## config.mk

```make
export PLATFORM = sky130hd
export DESIGN_NAME = wptr_ctrl
export DESIGN_NICKNAME = d
export VERILOG_FILES = /design/src/rtl/async_fifo_pkg.sv /design/src/rtl/sync_nff.sv /design/src/rtl/wptr_ctrl.sv
export SDC_FILE = /design/constraint.sdc
export NUM_CORES = 1
export LEC_CHECK = 0
export CELL_PAD_IN_SITES_DETAIL_PLACEMENT = 1
export CELL_PAD_IN_SITES_GLOBAL_PLACEMENT = 2
export CORE_AREA = 5 5 63 65
export CTS_BUF_LIST = sky130_fd_sc_hd__clkbuf_8
export CTS_CLUSTER_SIZE = 10
export DETAILED_ROUTE_END_ITERATION = 12
export DIE_AREA = 0 0 68 70
export GPL_TIMING_DRIVEN = 0
export PLACE_DENSITY = 0.81
export REMOVE_ABC_BUFFERS = 1
export SLEW_MARGIN = 25
export SYNTH_ARGS = -nofsm -noshare
export SYNTH_HDL_FRONTEND = slang
export SYNTH_SLANG_ARGS = --single-unit
```

## constraint.sdc

```tcl
create_clock -name wclk -period 2.97 [get_ports wclk]
set_input_delay 0.4455 -clock wclk [delete_from_list [all_inputs] [get_ports wclk]]
set_output_delay 0.4455 -clock wclk [all_outputs]
set_load 0.005 [all_outputs]
```

## src/rtl/async_fifo_pkg.sv

```systemverilog
// +----------------------------------------------------------------------+
// | async_fifo_pkg : pointer helpers shared by the async FIFO domains    |
// | Rev 1.0 - initial release                                            |
// +----------------------------------------------------------------------+
`timescale 1ns/1ps
`default_nettype none

package async_fifo_pkg;

  // One spare bit above the widest legal pointer keeps slices of helper results non-empty.
  localparam int MAX_PTR_W = 14;

  typedef logic [MAX_PTR_W-1:0] ptr_t;

  function automatic int ptr_w(input int addr_w);
    return addr_w + 1;
  endfunction

  function automatic ptr_t bin2gray(input ptr_t b);
    return b ^ (b >> 1);
  endfunction

  function automatic ptr_t gray2bin(input ptr_t g);
    ptr_t b;
    b[MAX_PTR_W-1] = g[MAX_PTR_W-1];
    for (int i = MAX_PTR_W - 2; i >= 0; i--) begin
      b[i] = b[i+1] ^ g[i];
    end
    return b;
  endfunction

endpackage

`default_nettype wire

```

## src/rtl/sync_nff.sv

```systemverilog
// +----------------------------------------------------------------------+
// | sync_nff : multi-flop synchronizer with asynchronous active-low reset|
// | Rev 1.0 - initial release                                            |
// +----------------------------------------------------------------------+
`timescale 1ns/1ps
`default_nettype none

module sync_nff #(
  parameter int WIDTH  = 4,
  parameter int STAGES = 2
) (
  input  logic             clk,
  input  logic             rst_n,
  input  logic [WIDTH-1:0] i_d,
  output logic [WIDTH-1:0] o_q
);

  logic [STAGES-1:0][WIDTH-1:0] r_sync;

  always_ff @(posedge clk or negedge rst_n) begin
    if (!rst_n) begin
      r_sync <= '0;
    end else begin
      r_sync <= {r_sync[STAGES-2:0], i_d};
    end
  end

  assign o_q = r_sync[STAGES-1];

endmodule

`default_nettype wire

```

## src/rtl/wptr_ctrl.sv

```systemverilog
// +----------------------------------------------------------------------+
// | wptr_ctrl : async FIFO write-side pointer, full/level/overflow logic  |
// | Rev 1.0 - initial release                                            |
// +----------------------------------------------------------------------+
`timescale 1ns/1ps
`default_nettype none

module wptr_ctrl
  import async_fifo_pkg::*;
#(
  parameter int ADDR_W      = 3,
  parameter int SYNC_STAGES = 2
) (
  input  logic              wclk,
  input  logic              wrst_n,
  input  logic              wr_en,
  input  logic [ADDR_W:0]   g_rptr_async,
  input  logic [ADDR_W:0]   af_thresh,
  input  logic              clr_ovf,
  output logic              wmem_en,
  output logic [ADDR_W-1:0] waddr,
  output logic [ADDR_W:0]   b_wptr,
  output logic [ADDR_W:0]   g_wptr,
  output logic              full,
  output logic              almost_full,
  output logic [ADDR_W:0]   wlevel,
  output logic              overflow
);

  localparam int c_ptr_w = ptr_w(ADDR_W);

  logic [c_ptr_w-1:0] r_b_wptr;
  logic [c_ptr_w-1:0] r_g_wptr;
  logic               r_full;
  logic               r_almost_full;
  logic [c_ptr_w-1:0] r_wlevel;
  logic               r_overflow;

  logic [c_ptr_w-1:0] w_g_rptr_s;
  logic [c_ptr_w-1:0] w_b_rptr_s;
  logic [c_ptr_w-1:0] w_b_wptr_nxt;
  logic [c_ptr_w-1:0] w_g_wptr_nxt;
  logic [c_ptr_w-1:0] w_level_nxt;
  logic [c_ptr_w-1:0] w_full_cmp;
  logic               w_wr_ok;
  ptr_t               w_b_rptr_ext;
  ptr_t               w_g_wptr_ext;
  logic               w_unused_hi;

  sync_nff #(
    .WIDTH  (c_ptr_w),
    .STAGES (SYNC_STAGES)
  ) u_rptr_sync (
    .clk   (wclk),
    .rst_n (wrst_n),
    .i_d   (g_rptr_async),
    .o_q   (w_g_rptr_s)
  );

  // Helpers work on a fixed wide type; upper bits of zero-extended inputs stay zero.
  assign w_b_rptr_ext = gray2bin(ptr_t'(w_g_rptr_s));
  assign w_b_rptr_s   = w_b_rptr_ext[c_ptr_w-1:0];

  assign w_wr_ok      = wr_en & ~r_full;
  assign w_b_wptr_nxt = r_b_wptr + {{ADDR_W{1'b0}}, w_wr_ok};
  assign w_g_wptr_ext = bin2gray(ptr_t'(w_b_wptr_nxt));
  assign w_g_wptr_nxt = w_g_wptr_ext[c_ptr_w-1:0];
  assign w_level_nxt  = w_b_wptr_nxt - w_b_rptr_s;

  assign w_unused_hi  = ^{w_b_rptr_ext[MAX_PTR_W-1:c_ptr_w], w_g_wptr_ext[MAX_PTR_W-1:c_ptr_w]};

  // Full in gray space: write pointer one lap ahead of the synchronized read pointer.
  assign w_full_cmp   = {~w_g_rptr_s[c_ptr_w-1:c_ptr_w-2], w_g_rptr_s[c_ptr_w-3:0]};

  always_ff @(posedge wclk or negedge wrst_n) begin
    if (!wrst_n) begin
      r_b_wptr      <= '0;
      r_g_wptr      <= '0;
      r_full        <= 1'b0;
      r_almost_full <= 1'b0;
      r_wlevel      <= '0;
      r_overflow    <= 1'b0;
    end else begin
      r_b_wptr      <= w_b_wptr_nxt;
      r_g_wptr      <= w_g_wptr_nxt;
      r_full        <= (w_g_wptr_nxt == w_full_cmp);
      r_almost_full <= (w_level_nxt >= af_thresh);
      r_wlevel      <= w_level_nxt;
      r_overflow    <= (wr_en & r_full) | (r_overflow & ~clr_ovf);
    end
  end

  assign wmem_en     = w_wr_ok;
  assign waddr       = r_b_wptr[ADDR_W-1:0];
  assign b_wptr      = r_b_wptr;
  assign g_wptr      = r_g_wptr;
  assign full        = r_full;
  assign almost_full = r_almost_full;
  assign wlevel      = r_wlevel;
  assign overflow    = r_overflow;

endmodule

`default_nettype wire

```

==> impl_metrics.yaml <==
sta:
  holdWs_ps: 137
  setup_slack_ps: 152
  fmax_mhz: 355
  tightest_slew_ps: 478
  worst_clock_skew_ps: 3.17
  finalSetupViolations: 0
  maxSlewViolCount: 0
  hold_violations: 0
  slew_headroom: 0.681
  timing.final.crit_share: 0.949
  period_needed_ps: 2820
  fin_setup_tns_ps: 0
worst_setup_path:
  critPathMostFrequentCell: "a21o_1"
  crit_path_start_kind: "flop"
  path_cells: "xnor2_4 > xor2_4 > xnor2_1 > ha_1 > inv_1 > fa_1 > ha_1 > a21o_1 > a21o_1 > a21o_1"
  cp_slowest_stage_delay_ps: 570
  crit_type: "reg -> reg"
  slowest_stage: "fa_1"
  r2r_slack_ps: 150
  path_max_fanout: 3
  crit_required_ps: 3120
  cp.arrival_ps: 2970
  cp-end-kind: "flop"
logic_synthesis:
  synth_top_cell_area_share: 0.568
  synthTopCellsByArea: "dfrtp_1, ha_1, xnor2_1, xor2_1, inv_1"
  synth_cell_types: 17
  ys_top_cells_by_count: "dfrtp_1, ha_1, inv_1, xnor2_1, xor2_1"
  synth_edf_count: 0
  yosysSeqAreaShare: 0.568
  synth.most_common_cell: "dfrtp_1"
  syn_area_um2: 970
  ys_seq_elements: 22
  ys_warn_count: 0
  synthArstFlopShare: 1.00
  synthCells: 75
  synth_area_leader_cell: "dfrtp_1"
  synth_area_per_cell_um2: 12.9
  synth_top_flop_cell: "dfrtp_1"
power_and_ir_drop:
  power.share.sequential: 0.285
  power_leakage_nw: 0.631
  switching_share: 0.350
  p_comb_frac: 0.609
  p_per_area_nw_per_um2: 1180
  power_switching_uw: 591
  clkPwrFrac: 0.106
  vdd_drop_max_mv: 0.418
  p_int_mw: 1.10
clock_network:
  path_clk_slew_ps: 70
  clk_latency_ps: 260
  cts_max_path_buffers: 2
  htree_levels: 1
  postCtsHoldBufs: 0
  cts_made_buffers: 3
  clockRootBuffer: "clkbuf_8"
  cts_tree: "yes"
  cts_sinks: 22
global_routing:
  grt_overflow: 0
  grt_pass1_vias: 743
  grt_pass1_wl_um: 3110
  track_usage: 0.0854
  grt_max_degree: 23
  antenna_found_initial: 0
floorplanning:
  start_util: 0.295
  std_cell_rows: 21
  fp.dieW_um: 68
  coreArea_um2: 3280
  io_pins: 31
  design.die.area_um2: 4760
  die_h_um: 70
final_layout:
  nets: 129
  area_growth_pct: 48.0
  drive_above_1_share: 0.162
  final_cells: 151
  antenna_cells: 0
place:
  dp_hpwl_um: 1490
  globalplace.congestion: 0.701
  io_buffers: 30
  post-place-ws_ps: -587
  post-place-cells: 147
route:
  drt-total-wl_um: 1880
  drc: 0
  ant_nets: 0
  drtIter0Drc: 15
  vias: 638
  viasPerCell: 4.23
  drt-pass1-iter-count: 2
  wl_per_cell_um: 12.5
status:
  status: "complete, no violations"
run:
  cap_violations: 0
hold_path:
  worstHoldPathType: "in -> async"
-- final cells by class --
type                    count  area (µm²)
repair buffers             31         303
well taps                  46        57.6
clock buffers               3        41.3
fillers                   348        1850
inverters                   9        33.8
flip-flops and latches     22         552
multi-input cells          40         448
-- flip-flops by register name (all words and copies together), names as in the netlist --
| register | cells |
|---|---|
| almost_full | 1 |
| b_wptr | 4 |
| full | 1 |
| g_wptr | 3 |
| overflow | 1 |
| u_rptr_sync.o_q | 4 |
| u_rptr_sync.r_sync | 4 |
| wlevel | 4 |
-- cell usage in the layout (no fill, tap or decap), types with 2 or more instances in the layout --
master	netlist	final
clkdlybuf4s50_1	0	29
clkbuf_8	0	3
ha_4	0	2
xnor2_2	1	2
ha_1	9	7
nand3_1	3	3
a21o_1	3	3
or3_1	2	2
nand2_1	2	2
dfrtp_1	22	21
xnor2_1	7	5
inv_1	9	8
xor2_1	6	4
-- layer usage --
metal,track usage,up-vias,part of all wire
met2,0.148,28,0.50
met4,0.0331,0,0.0096
met3,0.0288,2,0.095
met1,0.0929,313,0.40
li1,-,295,-
met5,0,-,0
-- cells by family after synthesis --
| logic type | Yosys count | synth area share |
|---|---|---|
| flops | 22 | 0.568 |
| xor+xnor | 14 | 0.134 |
| buf+inv | 13 | 0.0658 |
| fa+ha+maj | 10 | 0.137 |
| simple gates | 9 | 0.0490 |
| compound gates | 7 | 0.0464 |
-- metrics by stage --
stage          area (µm²)  power (mW)   util
6_report             1440        1.69  0.437
3_3_place_gp         1300        1.36  0.395
2_1_floorplan         940       0.984      -
3_5_place_dp         1300        1.40  0.395
5_1_grt              1440        1.84  0.437
4_1_cts              1380        1.66  0.419
-- path summary, 6_finish.rpt --
| kind | start | endpoint | cells past startpoint |
|---|---|---|---|
| min in group wclk | u_rptr_sync.r_sync[1] | u_rptr_sync.o_q[1] | 0 |
| max | u_rptr_sync.o_q[2] | almost_full | 10 |
| min reg2reg | u_rptr_sync.r_sync[1] | u_rptr_sync.o_q[1] | 0 |
| max reg2reg | u_rptr_sync.o_q[2] | almost_full | 10 |
| min | wrst_n | overflow | 1 |
| max in group asynchronous | wrst_n | u_rptr_sync.o_q[3] | 1 |
-- worst max-delay path: cells and delay by family, from the launching register on --
kind,cells,cell delay (ps)
AO/OA/AOI/OAI,3,500
adder cells (fa/ha/maj),3,1030
buffers and inverters,1,90
XOR/XNOR,3,650
flip-flops,1,450
-- repair_timing --
action | CTS | global route
gates resized for setup | 6 | 9
setup endpoints to repair | 1 | 1
endpoints found under the hold margin | 0 | 0
setup buffers | 1 | 0
pin swaps | 2 | 3
-- power groups by stage --
stage	clock network, mW	registers (mW)	logic [mW]
6_report	0.179	0.481	1.03
5_1_grt	0.197	0.501	1.15
4_1_cts	0.191	0.476	0.990
3_5_place_dp	0	0.482	0.914
3_3_place_gp	0	0.474	0.884
2_1_floorplan	0	0.491	0.493
Note: power is estimated with default switching activity, not from simulation.
